--- config.mk ---
export PLATFORM = sky130hd
export DESIGN_NAME = timestamp_capture
export DESIGN_NICKNAME = d
export VERILOG_FILES = /design/src/rtl/timestamp_capture.sv
export SDC_FILE = /design/constraint.sdc
export NUM_CORES = 1
export LEC_CHECK = 0
export CELL_PAD_IN_SITES_DETAIL_PLACEMENT = 0
export CELL_PAD_IN_SITES_GLOBAL_PLACEMENT = 1
export CORE_ASPECT_RATIO = 2
export CORE_UTILIZATION = 45
export CTS_CLUSTER_SIZE = 12
export DETAILED_ROUTE_END_ITERATION = 8
export PLACE_DENSITY_LB_ADDON = 0.15
export REMOVE_ABC_BUFFERS = 1
export SYNTH_ARGS = -nofsm -noshare
export SYNTH_HDL_FRONTEND = slang
export SYNTH_SLANG_ARGS = --single-unit
export TNS_END_PERCENT = 5
--- constraint.sdc ---
create_clock -name iCLK -period 5.3 [get_ports iCLK]
set_input_delay 0.53 -clock iCLK [delete_from_list [all_inputs] [get_ports iCLK]]
set_output_delay 0.53 -clock iCLK [all_outputs]
set_load 0.05 [all_outputs]
--- src/rtl/timestamp_capture.sv ---
// timestamp_capture: multi-channel event timestamper.
// A free-running counter is sampled when an enabled edge is seen on a
// synchronised event line. Each capture {edge type, timestamp} is queued in
// a per-channel FIFO and read back through a shared channel-select port.
module timestamp_capture #(
    parameter int pWIDTH    = 40,
    parameter int pCHANNELS = 4,
    parameter int pDEPTH    = 4,
    localparam int pRDW     = (pCHANNELS > 1) ? $clog2(pCHANNELS) : 1
) (
    input  logic                   iCLK,
    input  logic                   iRST_N,
    input  logic [pCHANNELS-1:0]   iEvent,
    input  logic [2*pCHANNELS-1:0] iEdgeSel,
    input  logic                   iClear,
    input  logic [pRDW-1:0]        iRdCh,
    input  logic                   iRdEn,
    output logic [pWIDTH-1:0]      oTimestamp,
    output logic                   oEdge,
    output logic [pCHANNELS-1:0]   oValid,
    output logic [pCHANNELS-1:0]   oOverflow,
    output logic [pWIDTH-1:0]      oCounter,
    output logic                   oWrap
);

    localparam int pAW = $clog2(pDEPTH);

    logic [pWIDTH-1:0]      r_counter;
    logic                   r_wrap;
    logic [pCHANNELS-1:0]   r_s1, r_s2, r_s3;
    logic [2*pCHANNELS-1:0] r_edge_sel;
    logic [1:0]             r_arm_cnt;
    logic [pCHANNELS-1:0]   r_overflow;
    logic [pAW:0]           r_wr_ptr [pCHANNELS];
    logic [pAW:0]           r_rd_ptr [pCHANNELS];
    logic [pWIDTH:0]        r_mem    [pCHANNELS][pDEPTH];

    logic                   w_armed;
    logic [pCHANNELS-1:0]   w_rise, w_fall, w_fire;
    logic [pCHANNELS-1:0]   w_empty, w_full, w_pop, w_push, w_drop;
    logic [pWIDTH:0]        w_head;
    logic                   w_head_valid;

    // Free-running counter with a one-cycle pulse on the cycle showing 0 after a wrap.
    // NOTE: state registers use non-blocking assignments so every flop samples pre-edge values.
    always_ff @(posedge iCLK or negedge iRST_N) begin
        if (!iRST_N) begin
            r_counter <= '0;
            r_wrap    <= 1'b0;
        end else if (iClear) begin
            r_counter <= '0;
            r_wrap    <= 1'b0;
        end else begin
            r_counter <= r_counter + 1'b1;
            r_wrap    <= (r_counter == '1);
        end
    end

    // Synchronisers, registered mode selection and post-reset arming; kept across iClear.
    always_ff @(posedge iCLK or negedge iRST_N) begin
        if (!iRST_N) begin
            r_s1       <= '0;
            r_s2       <= '0;
            r_s3       <= '0;
            r_edge_sel <= '0;
            r_arm_cnt  <= '0;
        end else begin
            r_s1       <= iEvent;
            r_s2       <= r_s1;
            r_s3       <= r_s2;
            r_edge_sel <= iEdgeSel;
            if (r_arm_cnt != 2'd3) begin
                r_arm_cnt <= r_arm_cnt + 2'd1;
            end
        end
    end

    // Armed once three edges have passed since reset, so a line held high never fires.
    assign w_armed = (r_arm_cnt == 2'd3);

    // Per-channel edge detection, FIFO status and push/pop/drop decisions.
    // NOTE: every always_comb output gets a default first so no latch is inferred.
    always_comb begin
        w_rise = r_s2 & ~r_s3;
        w_fall = ~r_s2 & r_s3;
        w_fire = '0;
        w_empty = '0;
        w_full = '0;
        w_pop  = '0;
        w_push = '0;
        w_drop = '0;
        for (int c = 0; c < pCHANNELS; c++) begin
            w_fire[c]  = w_armed & ((w_rise[c] & r_edge_sel[2*c]) |
                                    (w_fall[c] & r_edge_sel[2*c+1]));
            w_empty[c] = (r_wr_ptr[c] == r_rd_ptr[c]);
            w_full[c]  = (r_wr_ptr[c][pAW] != r_rd_ptr[c][pAW]) &&
                         (r_wr_ptr[c][pAW-1:0] == r_rd_ptr[c][pAW-1:0]);
            w_pop[c]   = iRdEn & (iRdCh == pRDW'(c)) & ~w_empty[c] & ~iClear;
            // A pop in the same cycle frees a slot, so a full FIFO still accepts the write.
            w_push[c]  = w_fire[c] & ~iClear & (~w_full[c] | w_pop[c]);
            w_drop[c]  = w_fire[c] & ~iClear & w_full[c] & ~w_pop[c];
        end
    end

    // FIFO pointers and sticky overflow flags.
    always_ff @(posedge iCLK or negedge iRST_N) begin
        if (!iRST_N) begin
            r_overflow <= '0;
            for (int c = 0; c < pCHANNELS; c++) begin
                r_wr_ptr[c] <= '0;
                r_rd_ptr[c] <= '0;
            end
        end else if (iClear) begin
            r_overflow <= '0;
            for (int c = 0; c < pCHANNELS; c++) begin
                r_wr_ptr[c] <= '0;
                r_rd_ptr[c] <= '0;
            end
        end else begin
            r_overflow <= r_overflow | w_drop;
            for (int c = 0; c < pCHANNELS; c++) begin
                if (w_push[c]) r_wr_ptr[c] <= r_wr_ptr[c] + 1'b1;
                if (w_pop[c])  r_rd_ptr[c] <= r_rd_ptr[c] + 1'b1;
            end
        end
    end

    // FIFO storage: entry is {edge type, timestamp}.
    // NOTE: storage has no reset; empty pointers make stale contents unobservable.
    always_ff @(posedge iCLK) begin
        for (int c = 0; c < pCHANNELS; c++) begin
            if (w_push[c]) begin
                r_mem[c][r_wr_ptr[c][pAW-1:0]] <= {w_rise[c], r_counter};
            end
        end
    end

    // Head of the selected channel; an out-of-range selection matches nothing and reads empty.
    always_comb begin
        w_head       = '0;
        w_head_valid = 1'b0;
        for (int c = 0; c < pCHANNELS; c++) begin
            if (iRdCh == pRDW'(c)) begin
                w_head_valid = ~w_empty[c];
                w_head       = r_mem[c][r_rd_ptr[c][pAW-1:0]];
            end
        end
    end

    assign oTimestamp = w_head_valid ? w_head[pWIDTH-1:0] : '0;
    assign oEdge      = w_head_valid & w_head[pWIDTH];
    assign oValid     = ~w_empty;
    assign oOverflow  = r_overflow;
    assign oCounter   = r_counter;
    assign oWrap      = r_wrap;

endmodule
==> metrics.md, run 1 <==
| Metric | Value |
|---|---|
| Status | `finished clean` |
| Ys flop type | `edfxtp_1` |
| Clock root cell | `clkbuf_16` |
| Clock buffer count from CTS | `72` |
| Crit-path cells | `buf_4 > mux4_2 > a22oi_1 > a21oi_1 > clkdlybuf4s50_1` |
| Required @ worst endpoint | `4770 ps` |
| CP delay by family, top | `buffers and inverters` |
| Filler instances | `5035` |
| Final RePlAce weighted congestion | `0.791` |
| Synth async-reset ratio | `about an eighth` |
| Fin cells | `~2500` |
| Clock Sinks | `747` |
| Synth cell types | `47` |
| Vias in the first global route | `approximately 16000` |
| WHS | `around 350 ps` |
| Max-slew violations | `0` |
| Final period utilization | `84.8%` |
| # IOs | `approximately 110` |
| Hold Crit Class | `reg2reg` |
| Initial core utilization | `45.5%` |
| Post-Syn Instances | `1454` |
| Relative slew slack | `around a third` |
| Cells taking the most area after synthesis | `edfxtp_1 68%, mux4_2 13%, dfrtp_1 7.8%` |
| Yosys top cell by area | `edfxtp_1` |
| Vias per cell | `5.89` |
| Yosys Warn Count | `0` |
| Clk_skew | `about 25 ps` |
| R2R setup slack | `2050 ps` |
| Post-synth top cells | `656 x edfxtp_1, 164 x mux4_2, 91 x dfrtp_1, 80 x a22oi_1, 60 x nor2_1` |
| Setup Buffers After CTS | `0` |
| Critical Path Slowest Stage Cell | `dfrtp_4` |
| Fmax | `222 MHz` |
| Global-route wire length before repair | `103 mm` |
| CP Buf/Inv Count | `2` |
| Final setup vio count | `0` |
| FF+latch count, synth | `between 700 and 800` |
| H-tree Lvls | `3` |
| Area share of the largest cell type after synthesis | `slightly below 70%` |
| Placed insts | `between 2000 and 2500` |
| Critical Path Sink Type | `output port` |
| Longest Clk Path Bufs | `3` |
| Post-Route Utilization | `52.5%` |
| Initial antenna violation count | `0` |
| Final Hold Viols | `0` |
| Critical Path AT | `3960 ps` |
| Pleak | `10.8 nW` |
| CP max FO | `30` |
| Proportion of layout cells with a drive suffix above 1 | `20.6%` |
| Antenna-violating nets left | `0` |
| Synth Cell Area | `29000 sq um` |
| Post-DP HPWL | `42.7 mm` |
| Initial DRC Count | `1023` |
| DRC | `0` |
| Nets | `1659` |
| Worst-Skew Late Latency | `600 ps` |
| Post-CTS resize count | `0` |
| Tightest Pin Transition | `976 ps` |
| Core Box Area | `63800 sq um` |
| Syn avg cell area | `20.0 sq um` |
| DRT Wirelength | `70.1 mm` |
| Drt first pass iters | `4` |
| Max VDD drop | `between 0.0002 and 0.00025 V` |
| Largest stage delay, worst path | `880 ps` |
| Pwr dens | `351 nW/um^2` |
| RSZ-0062 raised after global routing | `no` |
| Clk slew on worst S/H paths | `60 ps` |
| Post-synth EDFFs | `around 660` |
| Die width | `182 microns` |
| Top-count cell post-synth | `edfxtp_1` |
| Die area | `65600 sq um` |
| Max-cap viol count | `0` |
| DR WL/cell | `28.4 microns` |
| Pin count of the biggest net entering global routing | `between 40 and 50` |
| Via count | `14500` |
| Post-CTS Hold Buffers | `1` |
| Port bufs | `107` |
| Total power | `11.8 mW` |
| Startpoint types | `register` |
| Sequential area share after synthesis | `75.7%` |
| Die H | `between 300 and 400 microns` |
| Crit Path Category | `reg2out` |
| Row cnt | `~130` |
| Synth-to-Final Area Change | `15.3%` |
| CTS tree | `yes` |
| GRT Overall Usage | `between 20 and 25%` |
| N_diodes | `0` |
| GR Overflow Total | `0` |
| Tmin final | `around 4500 ps` |
==> registers in the layout, summed over array words and instances, names as in the netlist <==
signal,flops
r_wr_ptr,12
r_mem,656
r_arm_cnt,2
r_s3,4
oOverflow,4
oCounter,40
r_s2,4
oWrap,1
r_rd_ptr,12
r_s1,4
r_edge_sel,8
==> worst register-to-register path: cells and delay by family (launching register included) <==
| kind | cells | cell delay [ps] |
|---|---|---|
| and+or+nand+nor | 3 | 1550 |
| DFF | 1 | 860 |
| buffers and inverters | 1 | 310 |
| xor gates and xnor gates | 1 | 210 |
==> cell type report <==
type / instances / area, sq um / share of cell area, %
Sequential cell: 747 / 22000 / 65.7
Multi-Input combinational cell: 612 / 6750 / 20.2
Clock buffer: 117 / 2030 / 6.08
Timing Repair Buffer: 170 / 1590 / 4.75
Tap cell: 798 / 998 / 2.98
Inverter: 16 / 60.1 / 0.180
Clock inverter: 4 / 31.3 / 0.0935
==> worst paths after layout <==
check | from | end | depth (start not counted)
setup / recovery | r_rd_ptr[0]$_DFFE_PN0P_ | oTimestamp[36] | 5
hold / removal | r_s1[1]$_DFF_PN0_ | r_s2[1]$_DFF_PN0_ | 0
setup reg to reg | r_rd_ptr[9]$_DFFE_PN0P_ | r_mem[0][46]$_DFFE_PP_ | 5
hold reg to reg | r_s1[1]$_DFF_PN0_ | r_s2[1]$_DFF_PN0_ | 0
max in group asynchronous | iRST_N | r_rd_ptr[6]$_DFFE_PN0P_ | 3
min in group asynchronous | iRST_N | r_s1[0]$_DFF_PN0_ | 2
==> stage by stage <==
stage               worst slack [ps]  setup TNS (ps)  instance area, sq um
detailed placement              1190               0                 31400
global placement                1220               0                 31400
floorplan                       -434          -17340                 28700
CTS                              764               0                 33500
finish                           805               0                 33500
global route                     751               0                 33500
==> cells in the final DEF, fill, tap and decap left out, types with 3 or more instances in the layout <==
master / synthesis / layout
nor4_1: 15 / 15
xnor2_1: 42 / 42
dfrtp_1: 91 / 83
o31ai_1: 4 / 4
and2_2: 0 / 17
nor2_1: 60 / 59
buf_4: 0 / 59
dfrtp_4: 0 / 4
ha_1: 22 / 22
inv_1: 15 / 15
clkdlybuf4s50_1: 0 / 105
nand4b_1: 3 / 3
nor2b_1: 9 / 7
clkbuf_1: 59 / 42
inv_6: 0 / 3
or4_1: 3 / 3
nor3_1: 8 / 8
edfxtp_1: 656 / 656
o21ai_0: 3 / 3
xor2_1: 14 / 14
a21oi_1: 51 / 51
nand4_1: 11 / 11
dfrtp_2: 0 / 4
mux4_2: 164 / 164
buf_12: 0 / 4
mux2_2: 4 / 4
mux2i_1: 12 / 11
clkbuf_16: 0 / 75
nand3_1: 24 / 24
a22oi_1: 80 / 80
nand3b_1: 8 / 8
nand2_1: 28 / 28
and3_1: 5 / 5
and4_1: 5 / 5
==> power breakdown <==
| group | internal, mW | total, mW | switching, mW |
|---|---|---|---|
| clock | 2.62 | 4.70 | 2.08 |
| sequential | 6.41 | 6.46 | 0.0422 |
| combinational | 0.209 | 0.603 | 0.394 |
| total | 9.24 | 11.8 | 2.52 |
==> routing by layer <==
layer | GRT usage, % | part of all wire, % | up-vias | wire [microns]
met5 | 0 | 0 | - | 0
met3 | 3.00 | 4.6 | 121 | 3200
met2 | 40.6 | 55 | 438 | 38800
met1 | 25.7 | 37 | 7722 | 25800
li1 | - | - | 6222 | -
met4 | 8.54 | 3.3 | 0 | 2290
==> logic make-up (layout without fill, tap and decap cells) <==
| logic type | count (synthesis) | in the layout | share of synthesized area (%) |
|---|---|---|---|
| buffers and inverters | 95 | 307 | 1.24 |
| AND/OR/NAND/NOR | 209 | 209 | 3.81 |
| flip-flops | 747 | 747 | 75.7 |
| AO/OA/AOI/OAI | 145 | 145 | 3.31 |
| multiplexers | 180 | 180 | 13.3 |
| XOR/XNOR | 56 | 56 | 1.69 |
| adder cells (fa/ha/maj) | 22 | 22 | 0.948 |
Note: power is estimated with default switching activity, not from simulation.
==> run 2: changes to the inputs <==
==> constraint.sdc (replaced) <==
create_clock -name iCLK -period 3.83 [get_ports iCLK]
set_input_delay 0.383 -clock iCLK [delete_from_list [all_inputs] [get_ports iCLK]]
set_output_delay 0.383 -clock iCLK [all_outputs]
set_load 0.05 [all_outputs]
==> metrics.md, run 2 (synthesis results as in run 1) <==
| Metric | Value |
|---|---|
| Initial DRC Count | `1146` |
| Largest register FFs | `around 660` |
| Post-DP HPWL | `42.4 mm` |
| Vias in the first global route | `15800` |
| CTS tree | `yes` |
| Global-route wire length before repair | `approximately 100 mm` |
| CP Launch Point | `r_rd_ptr[3]$_DFFE_PN0P_` |
| Most frequent cells in the layout | `656 x edfxtp_1, 164 x mux4_2, 103 x buf_4` |
| # IOs | `108` |
| Pin count of the biggest net entering global routing | `66` |
| Startpoint types | `register` |
| Hold Crit Class | `in2reg` |
| Row cnt | `131` |
| Critical Path Sink Type | `output port` |
| Antenna-violating nets left | `0` |
| Longest Clk Path Bufs | `3` |
| Fmax | `292 MHz` |
| Pleak | `11.0 nW` |
| H-tree Lvls | `3` |
| Max-cap viol count | `0` |
| DR WL/cell | `28.7 microns` |
| Setup Total Neg Slack | `0 ps` |
| Tightest Pin Transition | `1070 ps` |
| Clk_skew | `19.5 ps` |
| Die H | `around 360 microns` |
| CP max FO | `40` |
| Commonest non-fill, non-tap cell in the layout | `edfxtp_1` |
| Crit Path Category | `reg2out` |
| Proportion of layout cells with a drive suffix above 1 | `24.1%` |
| Critical Path End | `oTimestamp[5]` |
| Final RePlAce weighted congestion | `~0.76` |
| GRT Overall Usage | `around 22%` |
| GR Overflow Total | `0` |
| Nets | `roughly 1700` |
| Total power | `roughly 16 mW` |
| Max VDD drop | `0.000313 V` |
| Pwr dens | `484 nW/um^2` |
| Port bufs | `107` |
| Die width | `approximately 180 microns` |
| Initial antenna violation count | `0` |
| Core Box Area | `63800 sq um` |
| Vias per cell | `approximately 6` |
| Max-slew violations | `0` |
| Final period utilization | `89.5%` |
| Clk slew on worst S/H paths | `~60 ps` |
| Initial core utilization | `45.5%` |
| Final setup vio count | `0` |
| DRC | `0` |
| Final worst setup slack | `roughly 400 ps` |
| Post-DP Area | `31600 sq um` |
| N_diodes | `0` |
| Final Hold Viols | `0` |
| Synth-to-Final Area Change | `16.1%` |
| WHS | `195 ps` |
| Reg-to-reg startpoint | `oCounter[10]$_DFF_PN0_` |
| Drt first pass iters | `5` |
| Reg-to-reg endpoint | `oCounter[37]$_DFF_PN0_` |
| Cell count of the worst reg-to-reg path | `5` |
| Die area | `65600 sq um` |
| Required @ worst endpoint | `3450 ps` |
| RSZ-0062 raised after global routing | `no` |
| Relative slew slack | `28.0%` |
| DRT Wirelength | `71.2 mm` |
| Final instance area | `between 30000 and 40000 sq um` |
| Clock root cell | `clkbuf_16` |
| Filler instances | `4988` |
| Worst-Skew Late Latency | `620 ps` |
| Via count | `14700` |
| Status | `finished clean` |
| Clock Sinks | `747` |
| Clock buffer count from CTS | `73` |
| Critical Path AT | `3050 ps` |
| R2R setup slack | `810 ps` |
| Tmin final | `3430 ps` |
| Place WS | `between 600 and 700 ps` |
## run 2: power breakdown
part           internal (mW)  leakage [nW]  switching (mW)
Combinational          0.298          2.70           0.555
Clock                   3.66          1.01            2.87
Sequential              8.88          7.31          0.0508
Total                   12.8          11.0            3.48
## run 2: layout make-up
class	instances	area [sq um]	area share (%)
inverter	16	60.1	0.178
timing repair buffer	188	1810	5.37
sequential	747	22000	65.3
tap	798	998	2.96
clock inverter	5	45.0	0.134
clock buffer	110	2040	6.05
multi-input combinational	612	6750	20.0
## run 2: worst min-delay path by stage
stage	slack [ps]	from	end	cells after the start
6_report	190	iEdgeSel[6]	r_edge_sel[6]$_DFF_PN0_	1
2_1_floorplan	90	iRST_N	oCounter[0]$_DFF_PN0_	0
3_5_place_dp	340	r_s1[0]$_DFF_PN0_	r_s2[0]$_DFF_PN0_	0
4_1_cts	160	iEdgeSel[6]	r_edge_sel[6]$_DFF_PN0_	1
3_3_place_gp	330	r_s1[0]$_DFF_PN0_	r_s2[0]$_DFF_PN0_	0
5_1_grt	180	iEdgeSel[4]	r_edge_sel[4]$_DFF_PN0_	1
## run 2: through the flow
step           utilization, %  std cells
2_1_floorplan               -       1375
3_3_place_gp             49.6       2360
3_5_place_dp             49.6       2360
4_1_cts                  52.8       2476
5_1_grt                  52.8       2476
6_report                 52.8       2476
## run 2: layer usage
| metal | vias to the layer above | wire (microns) | global-route usage (%) |
|---|---|---|---|
| met1 | 7907 | 26100 | 25.8 |
| met4 | 0 | 1550 | 6.76 |
| met5 | - | 0 | 0 |
| met2 | 403 | 40600 | 42.7 |
| met3 | 92 | 2880 | 3.24 |
| li1 | 6270 | - | - |
## run 2: critical path, stage by stage (launching register included)
cell and delay (ps):
dfrtp_4 770, xnor2_1 200, nand3_1 230, mux2_2 360, mux2i_4 170, buf_12 300
a21oi_1 130, buf_4 210
## run 2: timing repair
item | in CTS | in global routing
hold buffers | 1 | 0
resized for setup | 0 | 0
buffers inserted | 0 | 0
hold endpoints to repair | 63 | 0
==> run 3: changes to the inputs <==
--- a/config.mk
+++ b/config.mk
@@ -9,6 +9,7 @@
 export CELL_PAD_IN_SITES_GLOBAL_PLACEMENT = 1
 export CORE_ASPECT_RATIO = 2
 export CORE_UTILIZATION = 45
+export CTS_CLUSTER_DIAMETER = 80
 export CTS_CLUSTER_SIZE = 12
 export DETAILED_ROUTE_END_ITERATION = 8
 export PLACE_DENSITY_LB_ADDON = 0.15
==> metrics.md, run 3 (synthesis results as in run 1) <==
| Metric | Value |
|---|---|
| Clock root cell | `clkbuf_16` |
| Pin count of the biggest net entering global routing | `between 60 and 70` |
| Longest Clk Path Bufs | `3` |
| Tmin final | `~3400 ps` |
| Worst-Skew Late Latency | `630 ps` |
| Post-CTS Hold Buffers | `1` |
| Initial antenna violation count | `0` |
| CP max FO | `40` |
| Status | `finished clean` |
| Die width | `182 microns` |
| Final period utilization | `between 80% and 90%` |
| CP Buf/Inv Count | `2` |
| GR Overflow Total | `0` |
| Max-slew violations | `0` |
| Clk_skew | `21.1 ps` |
| Fmax | `~290 MHz` |
| Max VDD drop | `approximately 0.00033 V` |
| Critical Path Slowest Stage Cell | `dfrtp_4` |
| Final setup vio count | `0` |
| Global-route wire length before repair | `105 mm` |
| Nets | `1677` |
| CTS tree | `yes` |
| Clk slew on worst S/H paths | `60 ps` |
| GRT Overall Usage | `22.5%` |
| Startpoint types | `register` |
| Vias in the first global route | `roughly 16000` |
| Final RePlAce weighted congestion | `0.758` |
| Antenna-violating nets left | `0` |
| Proportion of layout cells with a drive suffix above 1 | `24.0%` |
| RSZ-0062 raised after global routing | `no` |
| Crit Path Category | `reg2out` |
| Most frequent cells in the layout | `656 x edfxtp_1, 164 x mux4_2, 103 x buf_4` |
| Setup Buffers After CTS | `0` |
| Pleak | `11.0 nW` |
| Row cnt | `131` |
| Clock buffer count from CTS | `72` |
| Required @ worst endpoint | `3450 ps` |
| H-tree Lvls | `3` |
| Initial core utilization | `45.5%` |
| Place WS | `roughly 680 ps` |
| N_diodes | `0` |
| Setup Total Neg Slack | `0 ps` |
| DRT Wirelength | `71.1 mm` |
| # IOs | `108` |
| Die H | `about 360 microns` |
| Die area | `65600 sq um` |
| Critical Path AT | `3040 ps` |
| Crit-path cells | `xnor2_1 > nand3_1 > mux2_2 > mux2i_4 > buf_12 > a21oi_1 > buf_4` |
| Drt first pass iters | `5` |
| Port bufs | `107` |
| Post-DP HPWL | `approximately 42 mm` |
| Pwr dens | `484 nW/um^2` |
| Post-CTS resize count | `0` |
| Largest stage delay, worst path | `760 ps` |
| Largest register FFs | `656` |
| Critical Path Sink Type | `output port` |
| Max-cap viol count | `0` |
| DRC | `0` |
| Clock Sinks | `about 750` |
| Initial DRC Count | `1151` |
| DR WL/cell | `28.7 microns` |
| Synth-to-Final Area Change | `16.1%` |
| Final Hold Viols | `0` |
| Tightest Pin Transition | `1100 ps` |
| Via count | `14600` |
| Hold Crit Class | `in2reg` |
| Relative slew slack | `25.8%` |
| Commonest non-fill, non-tap cell in the layout | `edfxtp_1` |
| Final worst setup slack | `406 ps` |
| Core Box Area | `63800 sq um` |
| CP delay by family, top | `flip-flops` |
| Vias per cell | `5.90` |
run 3: cell types whose count changed in the layout (fill, tap and decap cells not counted):
cell       before  now
clkbuf_16      76   77
clkbuf_8        1    0
clkinv_1        2    1
clkinv_2        1    0
clkinv_8        1    0
inv_6           1    2
run 3: final timing paths:
check | cells after the start | slack, ps | endpoint | from
min reg2reg | 0 | 350 | r_s2[0]$_DFF_PN0_ | r_s1[0]$_DFF_PN0_
max reg2reg | 5 | 840 | oCounter[37]$_DFF_PN0_ | oCounter[10]$_DFF_PN0_
min in group asynchronous | 2 | 420 | r_arm_cnt[0]$_DFFE_PN0P_ | iRST_N
max in group asynchronous | 3 | 2590 | oCounter[0]$_DFF_PN0_ | iRST_N
min | 1 | 190 | r_edge_sel[2]$_DFF_PN0_ | iEdgeSel[2]
max | 7 | 410 | oTimestamp[5] | r_rd_ptr[3]$_DFFE_PN0P_
run 3: cell type report:
class	instances	area (sq um)
flip-flops and latches	747	22000
multi-input cells	612	6750
repair buffers	188	1810
clock buffers	110	2050
clock inverters	3	28.8
well taps	798	998
fillers	5001	30100
inverters	16	60.1
run 3: per-stage QoR:
step / util, % / instances / hold WS [ps] / total power [mW] / instance area, sq um
3_5_place_dp: 49.6 / 2360 / 338 / 9.97 / 31600
4_1_cts: 52.8 / 2474 / 158 / 16.5 / 33700
3_3_place_gp: 49.6 / 2360 / 333 / 9.95 / 31600
2_1_floorplan: - / 1375 / 87.4 / 9.58 / 28700
5_1_grt: 52.8 / 2474 / 172 / 16.8 / 33700
6_report: 52.8 / 2474 / 194 / 16.3 / 33700
run 3: layer usage:
layer / track usage, % / wire length [microns] / part of all wire (%) / vias up
li1: - / - / - / 6265
met1: 25.5 / 26300 / 37 / 7818
met2: 42.1 / 39900 / 56 / 388
met3: 3.09 / 2560 / 3.6 / 115
met4: 9.26 / 2420 / 3.4 / 0
met5: 0 / 0 / 0 / -
run 3: worst register-to-register path: cells and delay by family, from the launching register on:
kind | cells | cell delay [ps]
AO/OA/AOI/OAI | 2 | 300
AND/OR/NAND/NOR | 3 | 1800
flip-flops | 1 | 750
run 3: report_power, final:
part           internal (mW)  switching, mW  total, mW
Combinational          0.298          0.556      0.853
Clock                   3.67           2.86       6.53
Sequential              8.88         0.0508       8.93
